## src/rtl/interface_change_s2p.sv

```systemverilog
// Serial-to-parallel write converter: gathers strobed serial bits into DATA_W-bit
// words and presents each completed word with a one-cycle write pulse.
module interface_change_s2p #(
    parameter int unsigned DATA_W    = 8,
    parameter bit          MSB_FIRST = 1'b1
) (
    input  logic              clka,
    input  logic              rst_n,
    input  logic              wra_n,
    input  logic              da,
    output logic [DATA_W-1:0] db,
    output logic              wrb,
    output logic              busy,
    output logic              frame_err
);

    localparam int unsigned CNT_W = $clog2(DATA_W + 1);

    logic [DATA_W-1:0] sr_q, sr_d;
    logic [DATA_W-1:0] db_q, db_d;
    logic [CNT_W-1:0]  cnt_q, cnt_d;
    logic              wrb_q, wrb_d;
    logic              busy_q, busy_d;
    logic              ferr_q, ferr_d;
    logic [DATA_W-1:0] shifted;

    // Next-state: accept a bit, complete a word, or abort a partial word on a strobe gap.
    always_comb begin
        sr_d    = sr_q;
        db_d    = db_q;
        cnt_d   = cnt_q;
        wrb_d   = 1'b0;
        ferr_d  = 1'b0;
        shifted = sr_q;
        if (MSB_FIRST) begin
            shifted = {sr_q[DATA_W-2:0], da};
        end else begin
            shifted = {da, sr_q[DATA_W-1:1]};
        end
        if (!wra_n) begin
            sr_d = shifted;
            if (cnt_q == CNT_W'(DATA_W - 1)) begin
                db_d  = shifted;
                wrb_d = 1'b1;
                cnt_d = '0;
            end else begin
                cnt_d = cnt_q + CNT_W'(1);
            end
        end else if (cnt_q != '0) begin
            sr_d   = '0;
            cnt_d  = '0;
            ferr_d = 1'b1;
        end
        busy_d = (cnt_d != '0);
    end

    always_ff @(posedge clka or negedge rst_n) begin
        if (!rst_n) begin
            sr_q   <= '0;
            db_q   <= '0;
            cnt_q  <= '0;
            wrb_q  <= 1'b0;
            busy_q <= 1'b0;
            ferr_q <= 1'b0;
        end else begin
            sr_q   <= sr_d;
            db_q   <= db_d;
            cnt_q  <= cnt_d;
            wrb_q  <= wrb_d;
            busy_q <= busy_d;
            ferr_q <= ferr_d;
        end
    end

    assign db        = db_q;
    assign wrb       = wrb_q;
    assign busy      = busy_q;
    assign frame_err = ferr_q;

endmodule

```

## config.mk

```make
export PLATFORM = sky130hd
export DESIGN_NAME = interface_change_s2p
export DESIGN_NICKNAME = d
export VERILOG_FILES = /design/src/rtl/interface_change_s2p.sv
export SDC_FILE = /design/constraint.sdc
export NUM_CORES = 1
export LEC_CHECK = 0
export ABC_AREA = 1
export CORE_ASPECT_RATIO = 1.2
export CORE_MARGIN = 5
export CORE_UTILIZATION = 50
export CTS_BUF_LIST = sky130_fd_sc_hd__clkbuf_4 sky130_fd_sc_hd__clkbuf_8 sky130_fd_sc_hd__clkbuf_16
export DETAILED_ROUTE_END_ITERATION = 12
export GPL_ROUTABILITY_DRIVEN = 0
export PLACE_DENSITY = 0.83
export SLEW_MARGIN = 20
export SYNTH_ARGS = -nofsm -noshare
export SYNTH_HDL_FRONTEND = slang
export SYNTH_SLANG_ARGS = --single-unit
```

## constraint.sdc

```tcl
create_clock -name clka -period 2 [get_ports clka]
set_clock_uncertainty 0.2 [all_clocks]
set_input_delay 0.6 -clock clka [delete_from_list [all_inputs] [get_ports clka]]
set_output_delay 0.6 -clock clka [all_outputs]
set_load 0.005 [all_outputs]
```

==> tab_implementation.tex, run 1 <==
\begin{tabular}{lr}
\hline
Metric & Value \\
\hline
\multicolumn{2}{l}{\textbf{Run status}} \\
Status & complete, no violations \\
\multicolumn{2}{l}{\textbf{Synthesis}} \\
Instance count of the mapped netlist & 90 \\
Share of the synthesized area in the top cell type & 59.7\% \\
Most frequent cells after synthesis & 22 x dfrtp\_1, 17 x nand2\_1, 12 x inv\_1 \\
Syn Std Cell Area & 922 um\^{}2 \\
Cell type with the highest aggregate area in the netlist & dfrtp\_1 \\
Cells taking the most area after synthesis & dfrtp\_1 60\%, o21ai\_2 7.6\%, nand2\_1 6.9\% \\
Proportion of synthesized flip-flops having asynchronous set or reset & 100\% \\
Count of cell types in the netlist & 16 \\
Flops \& latches, synth & 22 \\
Part of the Yosys area used for sequential elements & 59.7\% \\
Number of enable-type register cells in the synthesized netlist & 0 \\
Most instantiated library cell after synthesis & dfrtp\_1 \\
Synth Warn \# & 0 \\
Syn avg cell area & 10.2 um\^{}2 \\
Number of nets produced by synthesis & 96 \\
Most instantiated flip-flop cell in the synthesis netlist & dfrtp\_1 \\
\multicolumn{2}{l}{\textbf{Critical path}} \\
Slowest cell on the critical path & clkdlybuf4s50\_1 \\
Cells on worst reg2reg path & 6 \\
Startpoint type of the worst setup path & register \\
Startpoint of the worst register-to-register path & cnt\_q[0] \\
Maximum single-stage delay on the critical path & 0.49 ns \\
Worst-path fanout max & 1 \\
Required time of the worst setup path & 1.20 ns \\
Data arrival at the endpoint of the critical path & 1.12 ns \\
Cell class contributing the biggest share of worst-path delay & buffers and inverters \\
Kind of end point of the critical path & primary output \\
Critical Path, Cell by Cell & clkdlybuf4s50\_1 \\
Type of the worst setup path & register to primary output \\
CP Buf/Inv Count & 1 \\
Worst R2R End & sr\_q[6] \\
R2r setup slk & 0.44 ns \\
\multicolumn{2}{l}{\textbf{Global routing}} \\
Aggregate global routing overflow & 0 \\
First-pass GRT wire length & 2.69 mm \\
Number of global-route vias before repair & 666 \\
GRT Total Usage & 11.9\% \\
Maximum number of pins on one net before global-route repair & 23 \\
Number of antenna violations at the first check in global routing & 0 \\
\multicolumn{2}{l}{\textbf{Worst hold path}} \\
Worst hold stages & 2 \\
HP Class & register to register \\
Start point of the worst hold path & db[5] \\
Worst Hold Path EP & db[5] \\
\multicolumn{2}{l}{\textbf{Detailed routing}} \\
Starting DRC count in detailed routing & 12 \\
Number of nets still failing antenna checks after routing & 0 \\
DRC & 0 \\
Routed vias & 657 \\
Drt wl/cell & 12.0 um \\
Number of vias per cell after detailed routing & 5.09 \\
Detailed Route WL & 1.55 mm \\
1st-pass router iterations & 5 \\
\multicolumn{2}{l}{\textbf{CTS}} \\
Clock sink count & 22 \\
H-tree depth reported by CTS & 1 \\
Clk pin slew, worst setup/hold paths & 0.11 ns \\
Clock latency of the later-clocked register in the worst-skew pair & 0.30 ns \\
TritonCTS clock tree & built \\
Number of hold buffers added after cts & 0 \\
Buffer type at the clock tree root & clkbuf\_4 \\
Number of buffers added by the clock tree synthesis step & 3 \\
Worst-case clock buffer depth & 2 \\
\multicolumn{2}{l}{\textbf{Job}} \\
MaxCap Viol Count & 0 \\
\multicolumn{2}{l}{\textbf{Floorplanning}} \\
Die height & 57.0 um \\
Placeable core region & 1810 um\^{}2 \\
Row cnt & 17 \\
Die Span X & 49.2 um \\
Number of primary I/O pins & 15 \\
DIE AREA & 2810 um\^{}2 \\
Initial Utilization & 51.0\% \\
\multicolumn{2}{l}{\textbf{Cells and area}} \\
Filler-free cell count of the finished design & 129 \\
Net count, final & 117 \\
Layout cells sized above 1 & 19.1\% \\
Summed area of non-filler cells in the final layout & 1180 um\^{}2 \\
ANT cells & 0 \\
Growth of design area from synthesis to finish & 27.7\% \\
\multicolumn{2}{l}{\textbf{Pwr}} \\
Total power & 1.18 mW \\
Static Leak & 0.724 nW \\
Power Dens Cells & 1000 nW/um\^{}2 \\
Max IR drop VDD & 654 uV \\
\multicolumn{2}{l}{\textbf{Placed design}} \\
Detail Placement HPWL & 1.20 mm \\
Placed cell count & 124 \\
Count of input and output buffers & 14 \\
Post-placement cell area & 1090 um\^{}2 \\
\multicolumn{2}{l}{\textbf{STA}} \\
Minimum hold slack & 0.288 ns \\
Total of endpoints with negative setup slack in the final report & 0 \\
Fin. Hold Viols & 0 \\
F\_max & 520 MHz \\
Setup repair after global routing missed its margin & false \\
Final worst path period need & 1.92 ns \\
Ratio of final minimum period to clock period & 96.2\% \\
Pin slew with the least headroom to its limit & 0.272 ns \\
Slew Limit Fails & 0 \\
Tightest slew margin relative to the limit & 81.9\% \\
Setup TNS after final layout & 0 ns \\
\hline
\end{tabular}
[what timing repair did]
| item | CTS | global route |
|---|---|---|
| resized for setup | 0 | 10 |
| setup buffers | 0 | 1 |
| endpoints found under the setup margin | 0 | 10 |
[power breakdown]
group / total [mW] / leakage [nW] / switching [mW] / internal [mW]
sequential: 0.568 / 0.296 / 0.0489 / 0.519
combinational: 0.287 / 0.399 / 0.146 / 0.141
clock: 0.328 / 0.0279 / 0.125 / 0.202
total: 1.18 / 0.724 / 0.320 / 0.862
[state kept, by name, summed over array words and instances, names as in the netlist]
name,flops
busy,1
cnt_q,4
db,8
frame_err,1
sr_q,7
wrb,1
[stage by stage]
step	setup WS, ns	utilization (%)
final	0.0762	65.1
after global routing	0.0126	65.1
after CTS	0.0103	63.3
after detailed placement	0.0787	60.4
after global placement	0.108	60.4
after floorplan	0.599	-
[area by class of cell]
type                    instances  area (um^2)
inverters                      13         48.8
repair buffers                 18          195
clock buffers                   3         22.5
well taps                      19         23.8
multi-input cells              53          307
fillers                       144          631
clock inverters                 1         30.0
flip-flops and latches         22          551
[routing by layer]
layer / vias to the layer above / track usage (%) / part of all wire (%)
li1: 330 / - / -
met1: 312 / 12.8 / 43
met2: 11 / 21.0 / 53
met3: 4 / 2.87 / 2.8
met4: 0 / 6.54 / 0.97
met5: - / 0 / 0
[layout by cell type, fill, tap and decap left out]
cell type,instances
dfrtp_1,22
o22ai_1,7
inv_1,12
clkdlybuf4s50_1,4
nor2_1,8
nand2_4,1
buf_4,4
ha_1,2
bufinv_16,1
dlymetal6s2s_1,10
o21ai_2,8
nand4_1,3
nand2_1,17
nor2_4,1
inv_2,1
nand3_1,3
clkbuf_4,3
nand2_2,2
a21oi_1,1
[how the worst max path moves through the flow]
stage                    from         to  slack [ns]  depth (start not counted)
CTS                     db[7]      db[7]        0.01                          1
detailed placement      wra_n      db[2]        0.08                          5
floorplan            cnt_q[0]      db[7]        0.60                          7
global placement        wra_n      db[1]        0.11                          5
finish              frame_err  frame_err        0.08                          1
global route        frame_err  frame_err        0.01                          1
[cells by family (layout without fill, tap and decap cells)]
logic type      Yosys count  after routing  synth area share, %
flops                    22             22                 59.7
fa+ha+maj                 2              2                 2.71
simple gates             35             35                 17.6
buf+inv                  15             35                 7.05
compound gates           16             16                 12.9
No activity file was read; power rests on OpenSTA's default activity.
==> run 2: changes to the inputs <==
--- a/config.mk
+++ b/config.mk
@@ -8,11 +8,12 @@
 export ABC_AREA = 1
 export CORE_ASPECT_RATIO = 1.2
 export CORE_MARGIN = 5
-export CORE_UTILIZATION = 50
+export CORE_UTILIZATION = 35
 export CTS_BUF_LIST = sky130_fd_sc_hd__clkbuf_4 sky130_fd_sc_hd__clkbuf_8 sky130_fd_sc_hd__clkbuf_16
+export CTS_CLUSTER_SIZE = 8
 export DETAILED_ROUTE_END_ITERATION = 12
 export GPL_ROUTABILITY_DRIVEN = 0
-export PLACE_DENSITY = 0.83
+export PLACE_DENSITY = 0.64
 export SLEW_MARGIN = 20
 export SYNTH_ARGS = -nofsm -noshare
 export SYNTH_HDL_FRONTEND = slang
==> run 2 against run 1 <==
  * Largest power group unchanged
  * Sequential share of layout area fell by 1.5 points
  * Hold slack got worse by 0.0027 ns
  * Combinational power rose by 8.0%
  * Largest cell class unchanged
==> tab_implementation.tex, run 2 (synthesis gave the netlist of run 1 again) <==
\begin{tabular}{lr}
\hline
Metric & Value \\
\hline
\multicolumn{2}{l}{\textbf{Cells and area}} \\
Layout cells sized above 1 & 21.9\% \\
Growth of design area from synthesis to finish & 32.0\% \\
Net count, final & 121 \\
Flip-flop count of the largest register after layout & 8 \\
Most common library cell in the layout ignoring fill and taps & dfrtp\_1 \\
ANT cells & 0 \\
Most frequent cells in the layout & 22 x dfrtp\_1, 17 x nand2\_1, 12 x inv\_1 \\
Summed area of non-filler cells in the final layout & 1220 um\^{}2 \\
\multicolumn{2}{l}{\textbf{Detailed routing}} \\
Number of nets still failing antenna checks after routing & 0 \\
Drt wl/cell & 10.8 um \\
Number of vias per cell after detailed routing & 4.64 \\
Starting DRC count in detailed routing & 5 \\
Detailed Route WL & 1.58 mm \\
Routed vias & 682 \\
DRC & 0 \\
1st-pass router iterations & 4 \\
\multicolumn{2}{l}{\textbf{Pwr}} \\
Max IR drop VDD & 569 uV \\
Power Dens Cells & 991 nW/um\^{}2 \\
Static Leak & 0.701 nW \\
Total power & 1.21 mW \\
\multicolumn{2}{l}{\textbf{Critical path}} \\
Kind of end point of the critical path & primary output \\
Data arrival at the endpoint of the critical path & 1.15 ns \\
Worst R2R End & sr\_q[6] \\
Cell class contributing the biggest share of worst-path delay & buffers and inverters \\
Startpoint type of the worst setup path & register \\
CP Buf/Inv Count & 1 \\
Stages on the worst setup path & 1 \\
Startpoint of the worst register-to-register path & cnt\_q[0] \\
Type of the worst setup path & register to primary output \\
Slowest cell on the critical path & clkdlybuf4s50\_1 \\
Required time of the worst setup path & 1.20 ns \\
Cells on worst reg2reg path & 6 \\
R2r setup slk & 0.47 ns \\
Maximum single-stage delay on the critical path & 0.50 ns \\
Launching element of the worst setup path & db[7] \\
Worst-path fanout max & 2 \\
Critical Path, Cell by Cell & clkdlybuf4s50\_1 \\
Critical Path Sink & db[7] \\
\multicolumn{2}{l}{\textbf{CTS}} \\
Clock sink count & 22 \\
Buffer type at the clock tree root & clkbuf\_4 \\
Clk pin slew, worst setup/hold paths & 0.11 ns \\
Clock latency of the later-clocked register in the worst-skew pair & 0.30 ns \\
TritonCTS clock tree & built \\
H-tree depth reported by CTS & 1 \\
Worst-case clock buffer depth & 2 \\
Number of buffers added by the clock tree synthesis step & 3 \\
\multicolumn{2}{l}{\textbf{Floorplanning}} \\
Initial Utilization & 36.5\% \\
DIE AREA & 3770 um\^{}2 \\
Die height & 66.2 um \\
Number of primary I/O pins & 15 \\
Die Span X & 56.9 um \\
Row cnt & 20 \\
Placeable core region & 2530 um\^{}2 \\
\multicolumn{2}{l}{\textbf{Placed design}} \\
Detail Placement HPWL & 1.14 mm \\
Count of input and output buffers & 14 \\
Post-placement cell area & 1100 um\^{}2 \\
\multicolumn{2}{l}{\textbf{Global routing}} \\
Number of antenna violations at the first check in global routing & 0 \\
GRT Total Usage & 9.11\% \\
Maximum number of pins on one net before global-route repair & 23 \\
Aggregate global routing overflow & 0 \\
Number of global-route vias before repair & 693 \\
First-pass GRT wire length & 2.77 mm \\
\multicolumn{2}{l}{\textbf{STA}} \\
Slew Limit Fails & 0 \\
Tightest slew margin relative to the limit & 81.8\% \\
Final worst path period need & 1.95 ns \\
Pin slew with the least headroom to its limit & 0.274 ns \\
Total of endpoints with negative setup slack in the final report & 0 \\
Fin. Hold Viols & 0 \\
F\_max & 512 MHz \\
Ratio of final minimum period to clock period & 97.7\% \\
\multicolumn{2}{l}{\textbf{Worst hold path}} \\
HP Class & register to register \\
\multicolumn{2}{l}{\textbf{Job}} \\
MaxCap Viol Count & 0 \\
\multicolumn{2}{l}{\textbf{Run status}} \\
Status & complete, no violations \\
\hline
\end{tabular}
## run 2: final cells by class
cell class | instances | area (um^2)
Fill cell | 241 | 1310
Inverter | 13 | 48.8
Clock buffer | 3 | 22.5
Tap cell | 33 | 41.3
Clock inverter | 1 | 30.0
Multi-Input combinational cell | 53 | 307
Timing Repair Buffer | 22 | 218
Sequential cell | 22 | 551
## run 2: layer usage
metal / track usage, % / wire length, um / part of all wire [%] / up-vias
met5: 0 / 0 / 0 / -
met4: 3.48 / 0 / 0 / 0
met3: 2.15 / 89 / 5.6 / 0
met2: 16.5 / 776 / 49 / 11
met1: 10.3 / 718 / 45 / 331
li1: - / - / - / 340
## run 2: how the worst min path moves through the flow
stage               start     to  slack [ns]  cells past startpoint
finish              db[4]  db[4]        0.29                      2
global placement    db[5]  db[5]        0.27                      2
detailed placement  db[4]  db[4]        0.27                      2
floorplan           rst_n   busy        0.10                      0
CTS                 db[4]  db[4]        0.30                      2
global route        db[6]  db[6]        0.32                      2
## run 2: power by group
| group | leakage, nW | internal [mW] | switching [mW] |
|---|---|---|---|
| sequential | 0.296 | 0.519 | 0.0472 |
| clock | 0.0279 | 0.202 | 0.127 |
| combinational | 0.377 | 0.161 | 0.149 |
## run 2: per-stage QoR
step | setup slack [ns] | setup TNS, ns | util [%] | hold WS [ns] | cells
2_1_floorplan | 0.599 | 0 | - | 0.104 | 90
3_3_place_gp | 0.127 | 0 | 43.6 | 0.269 | 137
3_5_place_dp | 0.0969 | 0 | 43.6 | 0.268 | 137
4_1_cts | 0.00891 | 0 | 46.3 | 0.298 | 143
5_1_grt | -0.00473 | -0.00473 | 48.2 | 0.322 | 147
6_report | 0.0462 | 0 | 48.2 | 0.286 | 147
## run 2: timing repair
item | CTS | global route
setup endpoints to repair | 2 | 8
gates cloned | 0 | 0
hold buffers | 0 | 0
setup buffers | 2 | 4
resized for setup | 0 | 7
pin swaps | 0 | 0
hold endpoints to repair | 0 | 0
